## config.mk

```make
export PLATFORM = sky130hd
export DESIGN_NAME = regfile_write_arbiter_flat
export DESIGN_NICKNAME = d
export VERILOG_FILES = /design/src/rtl/regfile_pkg.sv /design/src/rtl/regfile_write_arbiter_if.sv /design/src/rtl/rr_arbiter.sv /design/src/rtl/regfile_write_arbiter.sv /design/src/flat_wrapper.sv
export SDC_FILE = /design/constraint.sdc
export NUM_CORES = 1
export LEC_CHECK = 0
export ABC_AREA = 1
export CELL_PAD_IN_SITES_DETAIL_PLACEMENT = 1
export CELL_PAD_IN_SITES_GLOBAL_PLACEMENT = 2
export CORE_UTILIZATION = 20
export DETAILED_ROUTE_END_ITERATION = 8
export PLACE_DENSITY_LB_ADDON = 0.2
export SYNTH_ARGS = -nofsm -noshare
export SYNTH_HDL_FRONTEND = slang
export SYNTH_SLANG_ARGS = --single-unit
```

## constraint.sdc

```tcl
create_clock -name clock -period 4.15 [get_ports clock]
set_input_delay 1.245 -clock clock [delete_from_list [all_inputs] [get_ports clock]]
set_output_delay 1.245 -clock clock [all_outputs]
set_load 0.01 [all_outputs]
```

## src/rtl/regfile_pkg.sv

```systemverilog
// Shared constants for the register-file writeback path: geometry of the
// register file and the fixed indices of the writeback requesters.
package regfile_pkg;

   localparam int ADDR_W    = 5;
   localparam int DATA_W    = 32;
   localparam int REG_COUNT = 32;

   localparam logic [ADDR_W-1:0] REG_ZERO = 5'd0;

   localparam int WB_ALU = 0;
   localparam int WB_MEM = 1;
   localparam int WB_COP = 2;

   // Pointer width for an n-way arbiter, never narrower than one bit.
   function automatic int ptrWidth(input int n);
      return (n > 1) ? $clog2(n) : 1;
   endfunction

endpackage

```

## src/rtl/regfile_write_arbiter_if.sv

```systemverilog
// Writeback request bundle: per-requester req/index/data plus the shared
// stall and the one-hot ack returned by the arbiter.
interface regfile_write_arbiter_if #(
   parameter int N_REQ  = 3,
   parameter int ADDR_W = 5,
   parameter int DATA_W = 32
);

   logic                      hold;
   logic [N_REQ-1:0]          req;
   logic [N_REQ*ADDR_W-1:0]   reqReg;
   logic [N_REQ*DATA_W-1:0]   reqData;
   logic [N_REQ-1:0]          ack;

   modport master (output hold, output req, output reqReg, output reqData, input ack);
   modport slave  (input hold, input req, input reqReg, input reqData, output ack);

endinterface

```

## src/rtl/rr_arbiter.sv

```systemverilog
// Generic N-way round-robin arbiter; the caller owns the pointer so the same
// block can serve any request bus that needs rotating priority.
module rr_arbiter #(
   parameter int N     = 3,
   parameter int PTR_W = regfile_pkg::ptrWidth(N)
) (
   input  logic [N-1:0]     req,
   input  logic             enable,
   input  logic [PTR_W-1:0] ptr,
   output logic [N-1:0]     grant,
   output logic [PTR_W-1:0] grantIdx
);

   // Scan upward from the pointer with wraparound; the first hit wins.
   always_comb begin
      int               idx;
      logic             found;
      logic [PTR_W-1:0] sel;
      grant    = '0;
      grantIdx = '0;
      found    = 1'b0;
      idx      = 0;
      sel      = '0;
      for (int k = 0; k < N; k++) begin
         idx = int'(ptr) + k;
         if (idx >= N) begin
            idx = idx - N;
         end
         sel = PTR_W'(idx);
         if (enable && !found && req[sel]) begin
            found     = 1'b1;
            grant[sel] = 1'b1;
            grantIdx  = sel;
         end
      end
   end

endmodule

```

## src/rtl/regfile_write_arbiter.sv

```systemverilog
// Arbitrates the register file's single write port among writeback sources
// and registers the winning write onto writeEnable/regWrite/writeData.
module regfile_write_arbiter #(
   parameter int N_REQ  = 3,
   parameter int DATA_W = regfile_pkg::DATA_W,
   parameter int ADDR_W = regfile_pkg::ADDR_W
) (
   input  logic                 clock,
   input  logic                 reset,
   regfile_write_arbiter_if.slave wb,
   output logic                 writeEnable,
   output logic [ADDR_W-1:0]    regWrite,
   output logic [DATA_W-1:0]    writeData
);

   import regfile_pkg::*;

   localparam int PTR_W = ptrWidth(N_REQ);

   logic [PTR_W-1:0]  rrPtr;
   logic [PTR_W-1:0]  grantIdx;
   logic [PTR_W-1:0]  nextPtr;
   logic [N_REQ-1:0]  grant;
   logic              transfer;
   logic [ADDR_W-1:0] winReg;
   logic [DATA_W-1:0] winData;

   // Reset suppresses the grant so no requester sees an ack it cannot complete.
   rr_arbiter #(
      .N     (N_REQ),
      .PTR_W (PTR_W)
   ) uArb (
      .req      (wb.req),
      .enable   (!wb.hold && !reset),
      .ptr      (rrPtr),
      .grant    (grant),
      .grantIdx (grantIdx)
   );

   assign wb.ack   = grant;
   assign transfer = |(wb.req & grant);
   assign nextPtr  = (int'(grantIdx) == N_REQ - 1) ? '0 : grantIdx + 1'b1;

   always_comb begin
      winReg  = '0;
      winData = '0;
      for (int i = 0; i < N_REQ; i++) begin
         if (grant[i]) begin
            winReg  = wb.reqReg[i*ADDR_W +: ADDR_W];
            winData = wb.reqData[i*DATA_W +: DATA_W];
         end
      end
   end

   // Writes to r0 still complete the handshake and rotate priority, but never strobe.
   always_ff @(posedge clock or posedge reset) begin
      if (reset) begin
         rrPtr       <= '0;
         writeEnable <= 1'b0;
         regWrite    <= '0;
         writeData   <= '0;
      end else begin
         writeEnable <= transfer && (winReg != ADDR_W'(REG_ZERO));
         if (transfer) begin
            rrPtr     <= nextPtr;
            regWrite  <= winReg;
            writeData <= winData;
         end
      end
   end

endmodule

```

## src/flat_wrapper.sv

```systemverilog
// flat-port wrapper written by rule: the top's interface ports become plain ports
module regfile_write_arbiter_flat import regfile_pkg::*;
#(
   parameter int N_REQ  = 3,
   parameter int DATA_W = regfile_pkg::DATA_W,
   parameter int ADDR_W = regfile_pkg::ADDR_W
)
  (clock, reset, writeEnable, regWrite, writeData, wb_hold, wb_req, wb_reqReg, wb_reqData, wb_ack);
  regfile_write_arbiter_if #(.N_REQ(N_REQ), .ADDR_W(ADDR_W), .DATA_W(DATA_W)) wb_i ();
  input  logic clock;
  input  logic reset;
  output logic writeEnable;
  output logic [ADDR_W-1:0] regWrite;
  output logic [DATA_W-1:0] writeData;
  input wire logic [$bits(wb_i.hold)-1:0] wb_hold;
  input wire logic [$bits(wb_i.req)-1:0] wb_req;
  input wire logic [$bits(wb_i.reqReg)-1:0] wb_reqReg;
  input wire logic [$bits(wb_i.reqData)-1:0] wb_reqData;
  output wire logic [$bits(wb_i.ack)-1:0] wb_ack;
  assign wb_i.hold = wb_hold;
  assign wb_i.req = wb_req;
  assign wb_i.reqReg = wb_reqReg;
  assign wb_i.reqData = wb_reqData;
  assign wb_ack = wb_i.ack;
  regfile_write_arbiter #(.N_REQ(N_REQ), .DATA_W(DATA_W), .ADDR_W(ADDR_W)) u_core (.clock(clock), .reset(reset), .wb(wb_i), .writeEnable(writeEnable), .regWrite(regWrite), .writeData(writeData));
endmodule
```

**Yosys cells after proc, flatten, opt, wreduce, memory -nomap -nowiden**

Index checks and enable logic that the tools add are counted.

- Bits in registers: 40
- Bits of input ports: 117
- Output and inout bits: 41
- Logic and storage cells: 69

- $add $sub $neg: 6
- Magnitude comparators: 9
- Equal/unequal tests: 1
- Muxes and demuxes: 30
- Bitwise operators: 3
- Reduce and logical (&&, ||, !) cells: 16

Operators with widths:

| cell | number |
|---|---|
| 2-to-1 mux 32 bit | 3 |
| 2-to-1 mux 5 bit | 3 |
| 2-to-1 mux 2 bit | 7 |
| logical AND 1 bit | 10 |
| < comparator 2 x 3 -> 1 bit (second input constant) | 3 |
| 2-to-1 mux 3 bit | 3 |
| 2-to-1 mux 1 bit | 8 |
| binary-select mux 1 bit (select 2 bit) | 3 |
| demux 1 bit (select 2 bit) | 3 |
| greater-or-equal comparator 2 x 1 -> 1 bit (second input constant) | 3 |
| greater-or-equal comparator 3 x 2 -> 1 bit (second input constant) | 2 |
| OR 3 bit | 2 |
| subtractor 2 bit (second input constant) | 3 |
| nonzero test 5 bit | 1 |
| zero test 1 bit | 4 |
| adder 2 x 1 -> 3 bit (second input constant) | 1 |
| adder 2 x 2 -> 3 bit (second input constant) | 1 |
| bitwise AND 3 bit | 1 |
| OR reduction 3 bit | 1 |
| adder 2 x 1 -> 2 bit (second input constant) | 1 |
| == test 2 bit (second input constant) | 1 |
| greater-or-equal comparator 2 bit (second input constant) | 1 |

**Logic depth before layout (Yosys ltp)**

Gate-level depths: netlist of run 1.

- Word-level depth: 19
- Mapped depth: 19
- Depth with buffers taken out: 18

**Cells and area by module**

Synthesis of run 1 repeated with hierarchy kept, for this count alone.

- Cells, all modules: 359
- Area, all modules: 2,728.9 µm²

By module, submodules not included:

| module | times used | cells an instance | area each (µm²) | sequential area each (µm²) |
|---|---|---|---|---|
| regfile_write_arbiter | 1 | 309 | 2,456.1 | 1,001.0 |
| rr_arbiter | 1 | 50 | 272.8 | 0.0 |

**Worst setup path before layout of run 1**

OpenSTA, ideal clock, no wires.

- Path type: input -> output
- Start point: input wb_req[1]
- End point: output wb_ack[1]
- Arrival time: 2.101 ns
- Data required time: 2.905 ns
- Setup slack: 0.804 ns
- Stages on the path: 8
- Buffers on the path: 1
- Cells stage by stage: nand2_1 > nand3_1 > nand2_2 > nand2_2 > nor2_4 > nand3_1 > nand2_4 > buf_2

- Longest elaborated chain between the ends: 12
- Elaborated cells between the ends (all ways): 20
- Classes of those cells: mux: 11; bitwise: 2; reduce/logical: 7

RTL lines:

| element | RTL line | RTL |
|---|---|---|
| start, declared | flat_wrapper.sv:16 | `input wire logic [$bits(wb_i.req)-1:0] wb_req;` |
| binary-select mux 1 bit (select 2 bit) | rr_arbiter.sv:30 | `if (enable && !found && req[sel]) begin` |
| 2-to-1 mux 1 bit (implied by the code) | rr_arbiter.sv:30 |  |
| logical AND 1 bit | rr_arbiter.sv:30 |  |
| 2-to-1 mux 1 bit | rr_arbiter.sv:30 |  |
| zero test 1 bit | rr_arbiter.sv:30 |  |
| logical AND 1 bit (2 in a row) | rr_arbiter.sv:30 |  |
| 2-to-1 mux 1 bit | rr_arbiter.sv:30 |  |
| zero test 1 bit | rr_arbiter.sv:30 |  |
| logical AND 1 bit (2 in a row) | rr_arbiter.sv:30 |  |
| 2-to-1 mux 3 bit (*) | rr_arbiter.sv:30 |  |
| end, declared | flat_wrapper.sv:19 | `output wire logic [$bits(wb_i.ack)-1:0] wb_ack;` |

Mark *: on every way between the ends. The rest lies on a longest branch, timed or not. The select of a mux whose other input is x is not followed.

**Final worst setup path of run 1**

- Start point: input wb_req[0]
- End point: output wb_ack[1]

The elaborated chain is that of the path after synthesis.

==> results.sh, run 1 <==
export IMPL_p_switching_uw=1040
export IMPL_maxCapViolCount=0
export IMPL_outcome="finished, final reports clean"
export IMPL_whs_path_depth=2
export IMPL_grt_overflow_total=0
export IMPL_r2r_end="u_core.writeData[27]$_DFFE_PP0P_"
export IMPL_cts_hold_buffers_added=0
export IMPL_dieArea_mm2=0.0133
export IMPL_relSlewSlack_pct=38.0
export IMPL_vias_per_cell=4.50
export IMPL_period_share_pct=96.7
export IMPL_rr_startpoint="u_core.rrPtr[0]$_DFFE_PP0P_"
export IMPL_setup_violations=0
export IMPL_syn2layout_area_growth_pct=77.4
export IMPL_grt_pass1_vias=3204
export IMPL_max_slew_worst_pin_slew_ps=929
export IMPL_power_leakage_uw=0.00185
export IMPL_ff2ff_setup_slack_ps=920
export IMPL_timing_fmax_ghz=0.249
export IMPL_post_drt_wl_per_cell_um=16.1
export IMPL_htreeDepth=2
export IMPL_worstPathArrival_ps=2770
export IMPL_synthCells=331
export IMPL_ys_seq_elements=40
export IMPL_numClockSinks=40
export IMPL_antenna_found_initial=0
export IMPL_skew_ps=8.64
export IMPL_crit_chain="clkdlybuf4s50_1 > nand2_1 > nand3_1 > nand2_2 > nand2_2 > nor2_4 > nand3_1 > nand2_4 > dlygate4sd2_1"
export IMPL_syn_avg_cell_area_um2=7.73
export IMPL_powerDensity_mw_per_mm2=559
export IMPL_drc=0
export IMPL_dr_first_iter_drc_count=115
export IMPL_syn_nets=452
export IMPL_critical_path_class="primary input to output port"
export IMPL_min_delay_path_class="flip-flop to flip-flop"
export IMPL_die_height_um=115
export IMPL_track_usage_pct=16.5
export IMPL_clk_latency_ps=290
export IMPL_io_pins=158
export IMPL_peakVddDrop_uv=267
export IMPL_end_kind="output port"
export IMPL_grt_max_degree=44
export IMPL_placed_area_mm2=0.00435
export IMPL_p_sw_share_pct=40.8
export IMPL_cts_root_buf="clkbuf_16"
export IMPL_place_congestion=0.891
export IMPL_fin_area_mm2=0.00454
export IMPL_min_period_ps=4010
export IMPL_vias=2967
export IMPL_cp_required_ps=2900
export IMPL_n_fill_cell=1454
export IMPL_fp_row_count=40
export IMPL_clockPowerShare_pct=18.7
export IMPL_crit_start="wb_req[0]"
export IMPL_die_w_um=115
export IMPL_cts_clk_slew_worst_paths_ps=50
export IMPL_n_antenna_cell=0
export IMPL_layout_drive_gt1_share_pct=9.96
export IMPL_dr_pass1_iters=4
export IMPL_cts_tree="yes"
export IMPL_final_nets=612
export IMPL_synthDistinctLibCells=25
export IMPL_start_util_pct=20.9
export IMPL_cts_path_max_buffers=2
export IMPL_drv_slew=0
export IMPL_cts_buffers=5
export IMPL_hold_viol=0
export IMPL_synth_seq_area_share_pct=39.1
export IMPL_post_dp_hpwl_um=7630
export IMPL_yosys_warnings=0
export IMPL_combinationalPowerShare_pct=58.0
export IMPL_min_from="u_core.regWrite[3]$_DFFE_PP0P_"
export IMPL_crit_slowest_cell="clkdlybuf4s50_1"
export IMPL_hold_end="u_core.regWrite[3]$_DFFE_PP0P_"
export IMPL_p_seq_share_pct=23.3
export IMPL_r2r_cells=15
export IMPL_grt_first_pass_wirelength_um=16700
export IMPL_antenna_left=0
export IMPL_syn_cell_area_mm2=0.00256
export IMPL_internal_power_uw=1500
export IMPL_worst_path_max_fanout=4
export IMPL_grt_setup_unrepaired="false"
export IMPL_max_stage_delay_ps=470
export IMPL_routed_wl_um=10600
export IMPL_core_mm2=0.0123
export IMPL_io_buffers=157
export IMPL_fin_hold_ws_ps=487
export IMPL_cp_start_kind="primary input"
export IMPL_totalNegativeSetupSlack_ps=0
==> power groups by stage <==
stage                     clock network (µW)  registers [µW]  logic (µW)
after global placement                     0             594        1480
final                                    475             592        1470
after detailed placement                   0             599        1500
after CTS                                495             593        1510
after global routing                     508             611        1670
after floorplan                            0             652         790
==> routing by layer <==
metal | global-route usage (%) | part of all wire (%) | wire length [µm] | up-vias
li1 | - | - | - | 1454
met2 | 29.3 | 47 | 5020 | 106
met5 | 0 | 0 | 0 | -
met4 | 2.77 | 0.83 | 88 | 0
met1 | 19.6 | 44 | 4710 | 1398
met3 | 5.11 | 7.8 | 833 | 9
==> worst max-delay path by stage <==
| stage | endpoint | cells past startpoint |
|---|---|---|
| 6_report | wb_ack[1] | 9 |
| 5_1_grt | wb_ack[1] | 10 |
| 4_1_cts | wb_ack[0] | 7 |
| 3_5_place_dp | wb_ack[0] | 8 |
| 3_3_place_gp | wb_ack[0] | 8 |
| 2_1_floorplan | wb_ack[1] | 8 |
==> cells in the final DEF (no fill, tap or decap), drive strengths merged <==
| cell type | synthesis | final |
|---|---|---|
| inv | 15 | 15 |
| dfrtp | 40 | 40 |
| nand4 | 2 | 2 |
| or2 | 4 | 4 |
| clkdlybuf4s50 | 0 | 154 |
| a31oi | 1 | 1 |
| nor2 | 6 | 6 |
| dlygate4sd2 | 0 | 2 |
| a21oi | 37 | 37 |
| dlymetal6s2s | 0 | 1 |
| nand2 | 74 | 74 |
| bufinv | 0 | 1 |
| nand3 | 15 | 15 |
| ha | 4 | 4 |
| a21boi | 32 | 32 |
| buf | 18 | 17 |
| nor3 | 1 | 1 |
| o21ai | 79 | 79 |
| clkbuf | 3 | 7 |
==> kinds of logic (layout without fill, tap and decap cells) <==
kind of cell | after synthesis | after routing | share of synthesized area (%)
buffers and inverters | 36 | 197 | 7.48
adder cells (fa/ha/maj) | 4 | 4 | 1.96
flip-flops | 40 | 40 | 39.1
AND/OR/NAND/NOR | 102 | 102 | 18.6
AO/OA/AOI/OAI | 149 | 149 | 32.9
==> registers in the layout (all words and copies together), names as in the netlist <==
| name | count |
|---|---|
| u_core.rrPtr | 2 |
| u_core.writeEnable | 1 |
| u_core.regWrite | 5 |
| u_core.writeData | 32 |
==> metrics by stage <==
step / power, µW / instances / utilization [%] / worst slack, ps
floorplan: 1440 / 331 / - / 804
global placement: 2070 / 652 / 35.4 / -82.3
detailed placement: 2100 / 652 / 35.4 / -145
CTS: 2600 / 660 / 37.0 / -112
global route: 2790 / 660 / 37.0 / 17.7
finish: 2540 / 660 / 37.0 / 136
==> cells in the mapped netlist <==
| library cell | count | area share, % |
|---|---|---|
| a21boi_0 | 32 | 9.4 |
| a21oi_1 | 37 | 7.2 |
| a31oi_4 | 1 | 0.83 |
| buf_2 | 9 | 1.8 |
| buf_4 | 6 | 1.8 |
| buf_6 | 3 | 1.3 |
| clkbuf_1 | 3 | 0.44 |
| dfrtp_1 | 40 | 39 |
| ha_1 | 4 | 2.0 |
| inv_1 | 11 | 1.6 |
| inv_2 | 4 | 0.59 |
| nand2_1 | 68 | 10 |
| nand2_2 | 5 | 1.2 |
| nand2_4 | 1 | 0.44 |
| nand3_1 | 11 | 2.2 |
| nand3_2 | 3 | 1.2 |
| nand3_4 | 1 | 0.68 |
| nand4_1 | 2 | 0.49 |
| nor2_1 | 4 | 0.59 |
| nor2_2 | 1 | 0.24 |
| nor2_4 | 1 | 0.44 |
| nor3_1 | 1 | 0.20 |
| o21ai_0 | 30 | 5.9 |
| o21ai_1 | 49 | 9.6 |
| or2_2 | 4 | 0.98 |
==> layout make-up <==
type                       instances  area [µm²]  share of cell area [%]
inverter                          15        56.3                    1.24
tap                              168         210                    4.63
timing repair buffer             174        1710                    37.7
clock buffer                       7         153                    3.36
clock inverter                     1        30.0                   0.661
multi-input combinational        255        1380                    30.4
sequential                        40        1000                    22.0
==> what timing repair did <==
action	in CTS	in global routing
buffers inserted	0	0
gates resized for setup	6	1
setup endpoints to repair	3	1
==> critical path, delay by kind of cell <==
| family | cells | cell delay, ps |
|---|---|---|
| buf+inv | 2 | 740 |
| simple gates | 7 | 780 |
Note: power is estimated with default switching activity, not from simulation.
==> inputs of run 2 (changes only) <==
--- a/config.mk
+++ b/config.mk
@@ -5,10 +5,9 @@
 export SDC_FILE = /design/constraint.sdc
 export NUM_CORES = 1
 export LEC_CHECK = 0
-export ABC_AREA = 1
 export CELL_PAD_IN_SITES_DETAIL_PLACEMENT = 1
 export CELL_PAD_IN_SITES_GLOBAL_PLACEMENT = 2
-export CORE_UTILIZATION = 20
+export CORE_UTILIZATION = 22
 export DETAILED_ROUTE_END_ITERATION = 8
 export PLACE_DENSITY_LB_ADDON = 0.2
 export SYNTH_ARGS = -nofsm -noshare
==> run 2 against run 1 <==
Against the previous run:
- the run now ends with design-rule violations left
- synthesized cell count fell by 17%
- wire length is 6.2% lower
- maximum frequency up 0.87%
- clock-buffer cell count down 2
- largest cell class unchanged
- register-to-register slack got worse by 80 ps
- worst setup slack improved by 35 ps
- highest routed layer unchanged
- synthesized area rose by 3.3%
==> results.sh, run 2 <==
export IMPL_min_period_ps=3980
export IMPL_grt_first_pass_wirelength_um=15700
export IMPL_hold_viol=0
export IMPL_failed_checks="design-rule violations"
export IMPL_numClockSinks=40
export IMPL_max_slew_worst_pin_slew_ps=934
export IMPL_dr_first_iter_drc_count=95
export IMPL_r2r_cells=12
export IMPL_period_share_pct=95.9
export IMPL_final_common_cell="clkdlybuf4s50_1"
export IMPL_min_delay_path_class="flip-flop to flip-flop"
export IMPL_cts_tree="yes"
export IMPL_critical_path_class="primary input to output port"
export IMPL_crit_slowest_cell="a211o_2"
export IMPL_track_usage_pct=15.9
export IMPL_synth_top_area_share_pct=37.8
export IMPL_cp_start_kind="primary input"
export IMPL_layout_common_cells="clkdlybuf4s50_1 (151), dfrtp_1 (40), nand2b_1 (35)"
export IMPL_n_antenna_cell=0
export IMPL_power_leakage_uw=0.00183
export IMPL_ys_flop_type="dfrtp_1"
export IMPL_ff2ff_setup_slack_ps=840
export IMPL_cts_path_max_buffers=2
export IMPL_antenna_found_initial=0
export IMPL_vias=2769
export IMPL_fin_hold_ws_ps=490
export IMPL_dr_wl_met3_um=494
export IMPL_synth_area_top_cells="dfrtp_1 (38%), a221o_1 (12%), a31o_1 (9.9%)"
export IMPL_worstPathArrival_ps=2730
export IMPL_die_height_um=112
export IMPL_dr_pass1_iters=8
export IMPL_ys_seq_elements=40
export IMPL_grt_pass1_vias=3053
export IMPL_cts_root_buf="clkbuf_16"
export IMPL_synthCells=275
export IMPL_max_stage_delay_ps=350
export IMPL_wl_met2_um=5260
export IMPL_syn2layout_area_growth_pct=74.5
export IMPL_met1_length_um=4110
export IMPL_cts_hold_buffers_added=0
export IMPL_antenna_left=0
export IMPL_yosysTopAreaCell="dfrtp_1"
export IMPL_syn_avg_cell_area_um2=9.62
export IMPL_fp_row_count=39
export IMPL_layout_drive_gt1_share_pct=9.47
export IMPL_io_pins=158
export IMPL_syn_cell_area_mm2=0.00265
export IMPL_outcome="complete, but fails checks"
export IMPL_post_drt_wl_per_cell_um=17.3
export IMPL_largest_register_ffs=32
export IMPL_synth_seq_area_share_pct=37.8
export IMPL_timing_fmax_ghz=0.251
export IMPL_htreeDepth=2
export IMPL_dieArea_mm2=0.0125
export IMPL_setup_violations=0
export IMPL_routed_wl_um=9990
export IMPL_grt_max_degree=71
export IMPL_synthDistinctLibCells=41
export IMPL_start_util_pct=22.9
export IMPL_cts_clk_slew_worst_paths_ps=50
export IMPL_relSlewSlack_pct=37.6
export IMPL_place_congestion=0.776
export IMPL_post_dp_hpwl_um=7250
export IMPL_n_fill_cell=1304
export IMPL_drc=2
export IMPL_vias_per_cell=4.81
export IMPL_drv_slew=0
export IMPL_syn_nets=396
export IMPL_powerDensity_mw_per_mm2=514
export IMPL_synth_commonest_cells="dfrtp_1 (40), nand2b_1 (35), a221o_1 (32), and2_1 (32), a31o_1 (30)"
export IMPL_peakVddDrop_uv=164
export IMPL_synthArstFlopShare_pct=100
export IMPL_cts_buffers=5
export IMPL_maxCapViolCount=0
export IMPL_core_mm2=0.0116
export IMPL_die_w_um=112
export IMPL_grt_setup_unrepaired="false"
export IMPL_reg_largest_list="u_core.writeData: 32 flops, u_core.regWrite: 5 flops, u_core.rrPtr: 2 flops"
export IMPL_synth_edf_count=0
export IMPL_yosys_warnings=0
export IMPL_grt_overflow_total=0
export IMPL_clk_latency_ps=280
export IMPL_synth_most_common_cell="dfrtp_1"
export IMPL_final_nets=554
export IMPL_regMostFlops="u_core.writeData"
export IMPL_cp_required_ps=2900
export IMPL_whs_path_depth=2
export IMPL_top_layer="met4"
export IMPL_crit_chain="dlygate4sd2_1 > mux2i_1 > nor3b_4 > o211ai_2 > a211o_2 > inv_2 > clkdlybuf4s15_2"
export IMPL_placed_area_mm2=0.00443
export IMPL_worst_path_max_fanout=5
export IMPL_io_buffers=157
export IMPL_skew_ps=7.17
export IMPL_end_kind="output port"
export IMPL_fin_area_mm2=0.00461
export IMPL_totalNegativeSetupSlack_ps=0
-- run 2: changes by cell type after synthesis, sizes merged, moves of 9 or more --
cell,change
a21boi,-31
a21oi,-31
a221o,+32
a31o,+34
and2,+33
buf,-9
clkbuf,+13
inv,-10
nand2,-60
nand2b,+35
nand3,-11
o21ai,-69
-- run 2: final cells by class --
cell class	instances	area (µm²)	area share [%]
clock inverters	2	12.5	0.271
flip-flops and latches	40	1000	21.7
multi-input cells	205	1540	33.4
repair buffers	176	1740	37.7
inverters	5	18.8	0.407
well taps	143	179	3.88
clock buffers	5	125	2.71
-- run 2: path summary, 6_finish.rpt --
| path | from | end |
|---|---|---|
| max in group asynchronous | reset | u_core.writeData[30]$_DFFE_PP0P_ |
| setup reg to reg | u_core.rrPtr[1]$_DFFE_PP0P_ | u_core.rrPtr[0]$_DFFE_PP0P_ |
| hold / removal | u_core.regWrite[2]$_DFFE_PP0P_ | u_core.regWrite[2]$_DFFE_PP0P_ |
| setup / recovery | wb_req[0] | wb_ack[1] |
| min in group asynchronous | reset | u_core.regWrite[0]$_DFFE_PP0P_ |
| hold reg to reg | u_core.regWrite[2]$_DFFE_PP0P_ | u_core.regWrite[2]$_DFFE_PP0P_ |
-- run 2: where the power goes --
part           switching, µW  internal, µW  total [µW]  leakage [µW]
logic                    656           757        1410       0.00123
registers               64.5           527         592      0.000535
clock network            151           218         369     0.0000657
total                    871          1500        2370       0.00183
-- run 2: cell families after synthesis --
group           Yosys count  share of synthesized area, %
buf+inv                  30                          4.78
mux                       5                          1.99
fa+ha+maj                 4                          1.89
flops                    40                          37.8
compound gates           97                          31.5
simple gates             99                          22.0
-- run 2: worst max-delay path, delay by kind of cell --
kind,cells,cell delay (ps)
AO/OA/AOI/OAI,2,470
multiplexers,1,200
buffers and inverters,3,580
AND/OR/NAND/NOR,1,250
-- run 2: repair_timing --
action                                  in CTS  in global routing
endpoints found under the setup margin       3                  2
buffers inserted                             3                  0
cloned                                       0                  0
pin swaps                                    3                  0
resized for setup                           12                  2
-- run 2: layer usage --
metal,up-vias,GRT usage (%)
li1,1346,-
met1,1347,17.9
met4,0,4.23
met2,68,29.8
met3,8,3.54
met5,-,0
-- run 2: stage by stage --
step                total power [µW]  setup WS [ps]  instances  utilization, %
floorplan                       1360            354        275               -
global placement                1980           -426        566            38.3
detailed placement              2000           -463        566            38.3
CTS                             2420           93.1        576            39.8
global route                    2550           64.0        576            39.9
finish                          2370            171        576            39.9
==> inputs of run 3 (changes only) <==
--- a/config.mk
+++ b/config.mk
@@ -10,6 +10,7 @@
 export CORE_UTILIZATION = 22
 export DETAILED_ROUTE_END_ITERATION = 8
 export PLACE_DENSITY_LB_ADDON = 0.2
+export SETUP_SLACK_MARGIN = 0.05
 export SYNTH_ARGS = -nofsm -noshare
 export SYNTH_HDL_FRONTEND = slang
 export SYNTH_SLANG_ARGS = --single-unit
==> results of run 3 <==
Final layout, timing and power as in run 2 (identical DEF).
